==> config.mk <==
export PLATFORM = sky130hd
export DESIGN_NAME = gc_flush_sequencer
export DESIGN_NICKNAME = d
export VERILOG_FILES = /design/src/rtl/cva5_types.sv /design/src/rtl/gc_priority_select.sv /design/src/rtl/gc_flush_sequencer.sv
export SDC_FILE = /design/constraint.sdc
export NUM_CORES = 1
export LEC_CHECK = 0
export CAP_MARGIN = 20
export CORE_MARGIN = 2
export CORE_UTILIZATION = 40
export CTS_BUF_LIST = sky130_fd_sc_hd__clkbuf_8
export DETAILED_ROUTE_END_ITERATION = 6
export GPL_TIMING_DRIVEN = 0
export MAX_ROUTING_LAYER = met4
export PLACE_DENSITY_LB_ADDON = 0.25
export SKIP_CTS_REPAIR_TIMING = 1
export SYNTH_ARGS = -nofsm -noshare
export SYNTH_HDL_FRONTEND = slang
export SYNTH_SLANG_ARGS = --single-unit
==> constraint.sdc <==
create_clock -name clk -period 7 [get_ports clk]
set_clock_uncertainty 0.15 [all_clocks]
set_input_delay 1.4 -clock clk [delete_from_list [all_inputs] [get_ports clk]]
set_output_delay 1.4 -clock clk [all_outputs]
set_load 0.05 [all_outputs]
==> src/rtl/cva5_types.sv <==
// Shared types for the global-control flush sequencer: FSM state encoding,
// the bundle of registered pipeline controls, and the state-to-control decode.
package cva5_types;

  typedef enum logic [2:0] {
    RST,
    INIT_CLEAR,
    IDLE,
    SETTLE,
    DRAIN,
    FLUSH,
    DISCARD,
    TLB_CLEAR
  } gc_state_t;

  typedef struct packed {
    logic fetch_hold;
    logic issue_hold;
    logic writeback_supress;
    logic retire_hold;
    logic init_clear;
    logic tlb_flush;
    logic sq_flush;
    logic pc_override;
  } gc_ctrl_t;

  // Pipeline controls implied by being in a given state; sq_flush is not a
  // state property (it marks a DISCARD exit) and is left at zero here.
  function automatic gc_ctrl_t decode_ctrl(input gc_state_t s);
    gc_ctrl_t c;
    c = '0;
    c.fetch_hold        = (s == INIT_CLEAR) || (s == DRAIN) || (s == FLUSH);
    c.issue_hold        = (s != IDLE) && (s != RST);
    c.writeback_supress = (s == INIT_CLEAR) || (s == DISCARD);
    c.retire_hold       = (s == FLUSH);
    c.init_clear        = (s == INIT_CLEAR);
    c.tlb_flush         = (s == INIT_CLEAR) || (s == TLB_CLEAR);
    c.pc_override       = (s == INIT_CLEAR) || (s == FLUSH);
    return c;
  endfunction

endpackage

==> src/rtl/gc_priority_select.sv <==
// Fixed-priority picker: the lowest asserted request index wins. Produces
// both the one-hot winner and its encoded index.
module gc_priority_select #(
  parameter int N     = 4,
  parameter int IDX_W = (N > 1) ? $clog2(N) : 1
) (
  input  logic [N-1:0]     req,
  output logic [N-1:0]     onehot,
  output logic [IDX_W-1:0] idx,
  output logic             any
);

  // Scan from the top down so the last hit (lowest index) overrides the rest.
  always_comb begin
    onehot = '0;
    idx    = '0;
    any    = |req;
    for (int i = N - 1; i >= 0; i--) begin
      if (req[i]) begin
        onehot    = '0;
        onehot[i] = 1'b1;
        idx       = IDX_W'(i);
      end
    end
  end

endmodule

==> src/rtl/gc_flush_sequencer.sv <==
// Global-control flush sequencer. Arbitrates flush requests and the oldest-
// instruction exception, walks the pipeline through settle/drain/flush/
// discard, and optionally follows with a TLB clear. Also runs the power-on
// state clear after reset.
module gc_flush_sequencer
  import cva5_types::*;
#(
  parameter int                 NUM_REQ          = 4,
  parameter logic [NUM_REQ-1:0] SETTLE_MASK      = 4'b1000,
  parameter logic [NUM_REQ-1:0] DRAIN_MASK       = 4'b1111,
  parameter logic [NUM_REQ-1:0] TLB_MASK         = 4'b0010,
  parameter int                 SETTLE_CYCLES    = 2,
  parameter int                 INIT_CLEAR_DEPTH = 64,
  parameter int                 TLB_CLEAR_DEPTH  = 64,
  parameter int                 COUNT_W          = 7
) (
  input  logic               clk,
  input  logic               rst,
  input  logic [NUM_REQ-1:0] req,
  input  logic               oldest_exception,
  input  logic [COUNT_W-1:0] post_issue_count,
  input  logic               sq_empty,
  input  logic               stores_drained,
  output logic [NUM_REQ-1:0] grant,
  output logic               exception_taken,
  output logic               fetch_hold,
  output logic               issue_hold,
  output logic               writeback_supress,
  output logic               retire_hold,
  output logic               init_clear,
  output logic               tlb_flush,
  output logic               sq_flush,
  output logic               pc_override,
  output logic               busy
);

  localparam int IDX_W       = (NUM_REQ > 1) ? $clog2(NUM_REQ) : 1;
  localparam int DEPTH_A     = (INIT_CLEAR_DEPTH > TLB_CLEAR_DEPTH) ? INIT_CLEAR_DEPTH : TLB_CLEAR_DEPTH;
  localparam int MAX_DEPTH   = (DEPTH_A > SETTLE_CYCLES) ? DEPTH_A : SETTLE_CYCLES;
  localparam int CNT_W       = $clog2(MAX_DEPTH) + 1;

  localparam logic [CNT_W-1:0] INIT_LAST   = CNT_W'(INIT_CLEAR_DEPTH - 1);
  localparam logic [CNT_W-1:0] TLB_LAST    = CNT_W'(TLB_CLEAR_DEPTH - 1);
  localparam logic [CNT_W-1:0] SETTLE_LAST = CNT_W'(SETTLE_CYCLES - 1);
  localparam logic [CNT_W-1:0] CNT_MAX     = {CNT_W{1'b1}};

  gc_state_t          state;
  gc_state_t          next_state;
  logic [CNT_W-1:0]   count;
  logic [IDX_W-1:0]   sel;
  logic               tlb_pending;
  gc_ctrl_t           ctrl;
  gc_ctrl_t           ctrl_next;

  logic [NUM_REQ-1:0] pick_onehot;
  logic [IDX_W-1:0]   pick_idx;
  logic               pick_any;
  logic [NUM_REQ-1:0] sel_onehot;
  logic               req_sel;
  logic               drained;
  logic               discard_done;
  logic               preempt;

  gc_priority_select #(
    .N     (NUM_REQ),
    .IDX_W (IDX_W)
  ) u_priority_select (
    .req    (req),
    .onehot (pick_onehot),
    .idx    (pick_idx),
    .any    (pick_any)
  );

  assign sel_onehot   = NUM_REQ'(1) << sel;
  assign req_sel      = req[sel];
  assign drained      = (post_issue_count == '0) && sq_empty;
  assign discard_done = (post_issue_count == '0) && stores_drained;
  assign preempt      = oldest_exception;
  assign busy         = (state != IDLE);

  // Next-state selection plus the single-cycle grant / exception pulses, which
  // must fire in the same cycle the machine commits to FLUSH.
  always_comb begin
    next_state      = state;
    grant           = '0;
    exception_taken = 1'b0;
    unique case (state)
      RST: next_state = INIT_CLEAR;
      INIT_CLEAR: begin
        if (count == INIT_LAST) next_state = IDLE;
      end
      IDLE: begin
        if (preempt) begin
          next_state      = FLUSH;
          exception_taken = 1'b1;
        end else if (pick_any) begin
          if (SETTLE_MASK[pick_idx])     next_state = SETTLE;
          else if (DRAIN_MASK[pick_idx]) next_state = DRAIN;
          else begin
            next_state = FLUSH;
            grant      = pick_onehot;
          end
        end
      end
      SETTLE: begin
        if (preempt) begin
          next_state      = FLUSH;
          exception_taken = 1'b1;
        end else if (!req_sel) begin
          next_state = IDLE;
        end else if (count == SETTLE_LAST) begin
          if (DRAIN_MASK[sel]) next_state = DRAIN;
          else begin
            next_state = FLUSH;
            grant      = sel_onehot;
          end
        end
      end
      DRAIN: begin
        if (preempt) begin
          next_state      = FLUSH;
          exception_taken = 1'b1;
        end else if (drained) begin
          next_state = FLUSH;
          grant      = sel_onehot;
        end
      end
      FLUSH: next_state = DISCARD;
      DISCARD: begin
        if (discard_done) next_state = tlb_pending ? TLB_CLEAR : IDLE;
      end
      TLB_CLEAR: begin
        if (count == TLB_LAST) next_state = IDLE;
      end
      default: next_state = RST;
    endcase
    if (rst) begin
      grant           = '0;
      exception_taken = 1'b0;
    end
    ctrl_next          = decode_ctrl(next_state);
    ctrl_next.sq_flush = (state == DISCARD) && discard_done;
  end

  // Sequencer state, dwell counter, latched channel and TLB flag, and the
  // registered pipeline controls (one cycle behind the next-state decision).
  always_ff @(posedge clk) begin
    if (rst) begin
      state       <= RST;
      count       <= '0;
      sel         <= '0;
      tlb_pending <= 1'b0;
      ctrl        <= '0;
    end else begin
      state <= next_state;
      if (next_state != state)  count <= '0;
      else if (count != CNT_MAX) count <= count + CNT_W'(1);
      if (state == IDLE) begin
        sel         <= pick_idx;
        tlb_pending <= pick_any && !preempt && TLB_MASK[pick_idx];
      end else if ((state == SETTLE || state == DRAIN) && preempt) begin
        tlb_pending <= 1'b0;
      end else if (state == DISCARD && discard_done) begin
        tlb_pending <= 1'b0;
      end
      ctrl <= ctrl_next;
    end
  end

  assign fetch_hold        = ctrl.fetch_hold;
  assign issue_hold        = ctrl.issue_hold;
  assign writeback_supress = ctrl.writeback_supress;
  assign retire_hold       = ctrl.retire_hold;
  assign init_clear        = ctrl.init_clear;
  assign tlb_flush         = ctrl.tlb_flush;
  assign sq_flush          = ctrl.sq_flush;
  assign pc_override       = ctrl.pc_override;

endmodule

==> qor.yml, run 1 <==
worstSetupPathType: "in -> out"
synth_cell_types: 41
yosysTopAreaCellShare_pct: 34.4
n_fill_cell: 277
dp_slack_ps: 1610
start_util_pct: 41.0
cts_tree: "built"
cts_buffers: 3
die-area_um2: 3510
cp-start-kind: "primary input"
insertion_delay_ps: 270
fin_crit_sh_pct: 77.1
cts.path.max_buffers: 2
top_layer: "met4"
die_y_um: 59.3
clk_pin_slew_ps: 80
synth_top_area_cell: "dfxtp_1"
wl_met1_um: 1270
synthCells: 144
end_kind: "primary output"
num-nets-final: 194
antenna_found_initial: 0
critPathRequiredTime_ps: 5450
synth_edf_count: 0
worstHoldPathType: "reg -> reg"
synth_common_cells: "21 x dfxtp_1, 19 x nor2_1, 12 x nand2_1"
slew_headroom_pct: 62.4
drc_errors: 0
path_cells: "clkdlybuf4s50_1 -> or4_4 -> nand3b_1 -> nor4_1 -> nor2b_1 -> clkdlybuf4s50_1"
max_stage_delay_ps: 810
core.rowCount: 20
multi_input_area_um2: 756
grt.total_usage_pct: 17.4
worstMarginPinSlew_ps: 563
synth-seq-area-share_pct: 34.4
hpwl_um: 2110
final_cell_area_um2: 1580
vdd_drop_max_uv: 170
rsz0062_at_grt: "false"
die_x_um: 59.3
antenna_cells: 0
synthToLayoutAreaGrowth_pct: 29.3
synth-main-ff-cell: "dfxtp_1"
core_area_um2: 2980
final_antenna_net_count: 0
drtPass1Iterations: 4
syn_area_per_cell_um2: 8.48
cts-root-buf: "clkbuf_8"
layout-drive-gt1-share_pct: 10.3
vias: 1129
setup_viol_count_final: 0
status: "finished, final reports clean"
wl_met3_um: 88
crit_path_frequent_cell: "clkdlybuf4s50_1"
yosysMostFrequentCell: "dfxtp_1"
max_freq_mhz: 185
first_iter_violations: 65
min_period_ps: 5400
fin_util_pct: 53.0
setup_ws_ps: 1600
wl_per_cell_um: 13.1
grt_pass1_wl_um: 4510
htreeDepth: 1
clkSinkCount: 21
routabilityCongestion: 0.829
drv_cap: 0
yosysWarnings: 0
viasPerCell: 5.43
routed_wl_um: 2730
io_buffers: 27
gr-total-overflow: 0
finalMaxSlewViolations: 0
cpMaxStageDelayCell: "clkdlybuf4s50_1"
p_leak_nw: 0.580
synth-seq-cells: 21
power.density_nw_per_um2: 229
async_flop_share_pct: 0
syn-cell-area_um2: 1220
seqCellArea_um2: 420
grt_pass1_vias: 1028
crit_fanout: 5
hold_violations: 0
pin_count: 30
crit_arrival_ps: 3850
setup_tns_ps: 0
place_area_um2: 1530
syn_nets: 162
wl_met2_um: 1360
synthTopCellsByArea: "dfxtp_1 34%, nor2_1 5.8%, a21oi_1 3.7%"
grt_max_degree: 13
==> state kept, by name (all words and copies together), names as in the netlist <==
name and count:
writeback_supress 1, state 3, tlb_flush 1, retire_hold 1
fetch_hold 1, sq_flush 1, sel 2, pc_override 1
tlb_pending 1, init_clear 1, issue_hold 1, count 7
==> stage by stage <==
| step | std cells | total power, W | hold WS, ps |
|---|---|---|---|
| finish | 208 | 0.000361 | 397 |
| global route | 208 | 0.000380 | 426 |
| CTS | 208 | 0.000364 | 397 |
| detailed placement | 204 | 0.000282 | 386 |
| global placement | 204 | 0.000279 | 368 |
| floorplan | 144 | 0.000241 | 351 |
==> cell families after synthesis <==
| kind of cell | after synthesis | synth area share, % |
|---|---|---|
| and+or+nand+nor | 80 | 38.4 |
| AOI/OAI and AO/OA | 24 | 15.4 |
| adders and majority gates | 3 | 2.87 |
| buffers and inverters | 11 | 3.69 |
| xor gates and xnor gates | 3 | 2.15 |
| muxes | 2 | 3.07 |
| DFF | 21 | 34.4 |
==> cell usage in the layout, fill, tap and decap left out, types with 4 or more instances in the layout <==
cell type,Yosys,routed
clkdlybuf4s50_1,0,27
dfxtp_1,21,21
nor2_1,19,19
nand2_1,12,12
nor3_1,9,9
a21oi_1,9,9
nor4_1,6,6
and3_1,6,6
inv_1,5,5
o21ai_0,4,4
==> per-layer routing <==
layer	vias up	global-route usage, %
met1	524	21.1
met2	22	29.2
met4	0	3.90
met3	2	3.93
li1	581	-
met5	-	-
==> worst paths after layout <==
kind,from,endpoint,slack (ps),depth (start not counted)
worst max-delay path,post_issue_count[2],grant[0],1600,6
worst min-delay path,count[1],count[1],400,2
worst max register to register,count[0],count[4],4350,7
worst min register to register,count[1],count[1],400,2
==> report_power, final <==
part | switching, W | internal, W | total, W | leakage [nW]
sequential | 0.00000636 | 0.000134 | 0.000140 | 0.172
combinational | 0.0000822 | 0.0000561 | 0.000138 | 0.382
clock | 0.0000426 | 0.0000398 | 0.0000823 | 0.0255
total | 0.000131 | 0.000230 | 0.000361 | 0.580
==> critical path: cells and delay by family <==
family / cells / cell delay, ps
and+or+nand+nor: 4 / 1220
buffers and inverters: 2 / 1210
==> area by class of cell <==
type / instances / area share, %
clock inverter: 1 / 0.317
timing repair buffer: 27 / 17.1
tap: 33 / 2.61
clock buffer: 3 / 2.61
multi-input combinational: 112 / 47.9
buffer: 6 / 1.66
sequential: 21 / 26.6
inverter: 5 / 1.19
No activity file was read; power rests on OpenSTA's default activity.
==> run 2: changes to the inputs <==
clock period = 4.95 ns   (was 7 ns; I/O delays follow)
==> results of run 2 <==
The final DEF is identical to that of run 1. Status: finished, final reports clean.
Among the figures that moved: setup slack after placement 1610 ps -> 381 ps; setup slack after layout 1600 ps -> 374 ps; register-to-register setup slack 4350 ps -> 2300 ps; total power 0.000361 W -> 0.000510 W; worst IR drop on VDD 170 uV -> 240 uV
==> run 3: changes to the inputs <==
CORE_ASPECT_RATIO = 2   (was unset)
==> run 3 against run 2 <==
Utilization up 0.50 points; die area grew 0.76%; clock power is 3% lower; via count grew 2.2%; cell area is 0.24% lower; global-route usage grew 0.64 points; critical path depth did not move; hold slack lost 4.9 ps; fmax up 0.24%; non-clock buffer count unchanged; clock-buffer cell count stayed put.
==> qor.yml, run 3 (synthesis gave the netlist of run 1 again) <==
first_iter_violations: 48  # -26%
n_fill_cell: 296  # +6.9%
drv_cap: 0  # unchanged
worstSetupPathType: "in -> out"
r2r_slack_ps: 2330
pin_count: 30  # unchanged
slew_headroom_pct: 60.6  # -1.8 points
clk_pin_slew_ps: 70  # about the same
max_freq_mhz: 219
multi_input_area_um2: 756  # unchanged
wl_per_cell_um: 13.8  # +4.7%
layout-drive-gt1-share_pct: 10.3  # unchanged
worstHoldPathType: "reg -> reg"
synthToLayoutAreaGrowth_pct: 29.0
p_leak_nw: 0.580  # unchanged
setup_ws_ps: 385
grt_pass1_vias: 1135  # +10%
htreeDepth: 1  # unchanged
final_cell_mix: "27 x clkdlybuf4s50_1, 21 x dfxtp_1, 19 x nor2_1"
grt.total_usage_pct: 18.0  # +0.64 points
cts_buffers: 3  # unchanged
cts_tree: "built"
largestRegisters: "count: 7 flops, state: 3 flops, sel: 2 flops"
core.rowCount: 28  # +40%
hold_violations: 0  # unchanged
die_y_um: 82.1  # +39%
die_x_um: 43.1  # -27%
status: "finished, final reports clean"
vdd_drop_max_uv: 278
end_kind: "primary output"
num-nets-final: 194  # unchanged
gr-total-overflow: 0  # unchanged
cts.path.max_buffers: 2  # unchanged
hpwl_um: 2270  # +7.5%
worstMarginPinSlew_ps: 590  # +27.0 ps
grt_pass1_wl_um: 4770  # +5.8%
use_met2_pct: 35.5  # +6.3 points
core_area_um2: 2940  # -1.2%
routed_wl_um: 2820  # +3.2%
min_period_ps: 4570
final_common_cell: "clkdlybuf4s50_1"
drc_errors: 0  # unchanged
io_buffers: 27  # unchanged
clkSinkCount: 21  # unchanged
viasPerCell: 5.63  # +3.7%
crit_arrival_ps: 3430
insertion_delay_ps: 260  # about the same
antenna_cells: 0  # unchanged
largest_register_ffs: 7  # unchanged
grt_max_degree: 13  # unchanged
dp_slack_ps: 359
top_usage_layer: "met2"
regMostFlops: "count"
vias: 1154  # +2.2%
drtPass1Iterations: 4  # unchanged
setup_tns_ps: 0  # unchanged
cp-start-kind: "primary input"
routabilityCongestion: 0.844  # +1.8%
seqCellArea_um2: 420  # unchanged
antenna_found_initial: 0  # unchanged
die-area_um2: 3540  # +0.76%
grtUsageMet3_pct: 2.39  # -1.5 points
start_util_pct: 41.5  # +0.49 points
finalMaxSlewViolations: 0  # unchanged
power.density_nw_per_um2: 322
crit_fanout: 5  # unchanged
final_antenna_net_count: 0  # unchanged
rsz0062_at_grt: "false"
setup_viol_count_final: 0  # unchanged
fin_crit_sh_pct: 92.2
critPathRequiredTime_ps: 3810
use_met1_pct: 16.4  # -4.7 points
cts-root-buf: "clkbuf_8"
[run 3: cell counts in the layout (fill, tap and decap cells not counted)]
No cell type changed its count.
[run 3: area by class of cell]
class | instances | area share (%)
plain buffers | 6 | 1.67
clock buffers | 3 | 2.62
clock inverters | 1 | 0.318
inverters | 5 | 1.19
multi-input cells | 112 | 48.0
flip-flops and latches | 21 | 26.7
well taps | 30 | 2.38
repair buffers | 27 | 17.2
[run 3: worst paths after layout]
path | startpoint | end | cells after the start
max | post_issue_count[2] | grant[0] | 6
min reg2reg | count[4] | count[4] | 2
min | count[4] | count[4] | 2
max reg2reg | count[0] | count[2] | 7
[run 3: critical path, cell delays in order]
cell and delay (ps):
clkdlybuf4s50_1 400, or4_4 580, nand3b_1 230, nor4_1 250, nor2b_1 170, clkdlybuf4s50_1 800
[run 3: metrics by stage]
stage	total power (W)	instance area [um2]	cells	util [%]	hold slack [ps]
finish	0.000508	1580	205	53.5	392
global route	0.000536	1580	205	53.5	436
CTS	0.000515	1580	205	53.5	396
detailed placement	0.000401	1530	201	52.0	387
global placement	0.000395	1530	201	52.0	362
floorplan	0.000341	1220	144	-	351
[run 3: where the power goes]
group	switching, W	total (W)	internal (W)	leakage (nW)
Clock	0.0000556	0.000112	0.0000561	0.0255
Combinational	0.000118	0.000197	0.0000794	0.382
Sequential	0.00000920	0.000199	0.000189	0.172
Total	0.000183	0.000508	0.000325	0.580
[run 3: layer usage]
metal  share of wire, %  vias to the layer above
met5                  0                        -
met4                2.4                        0
met3                2.4                        9
met2                 58                       24
met1                 37                      536
li1                   -                      585
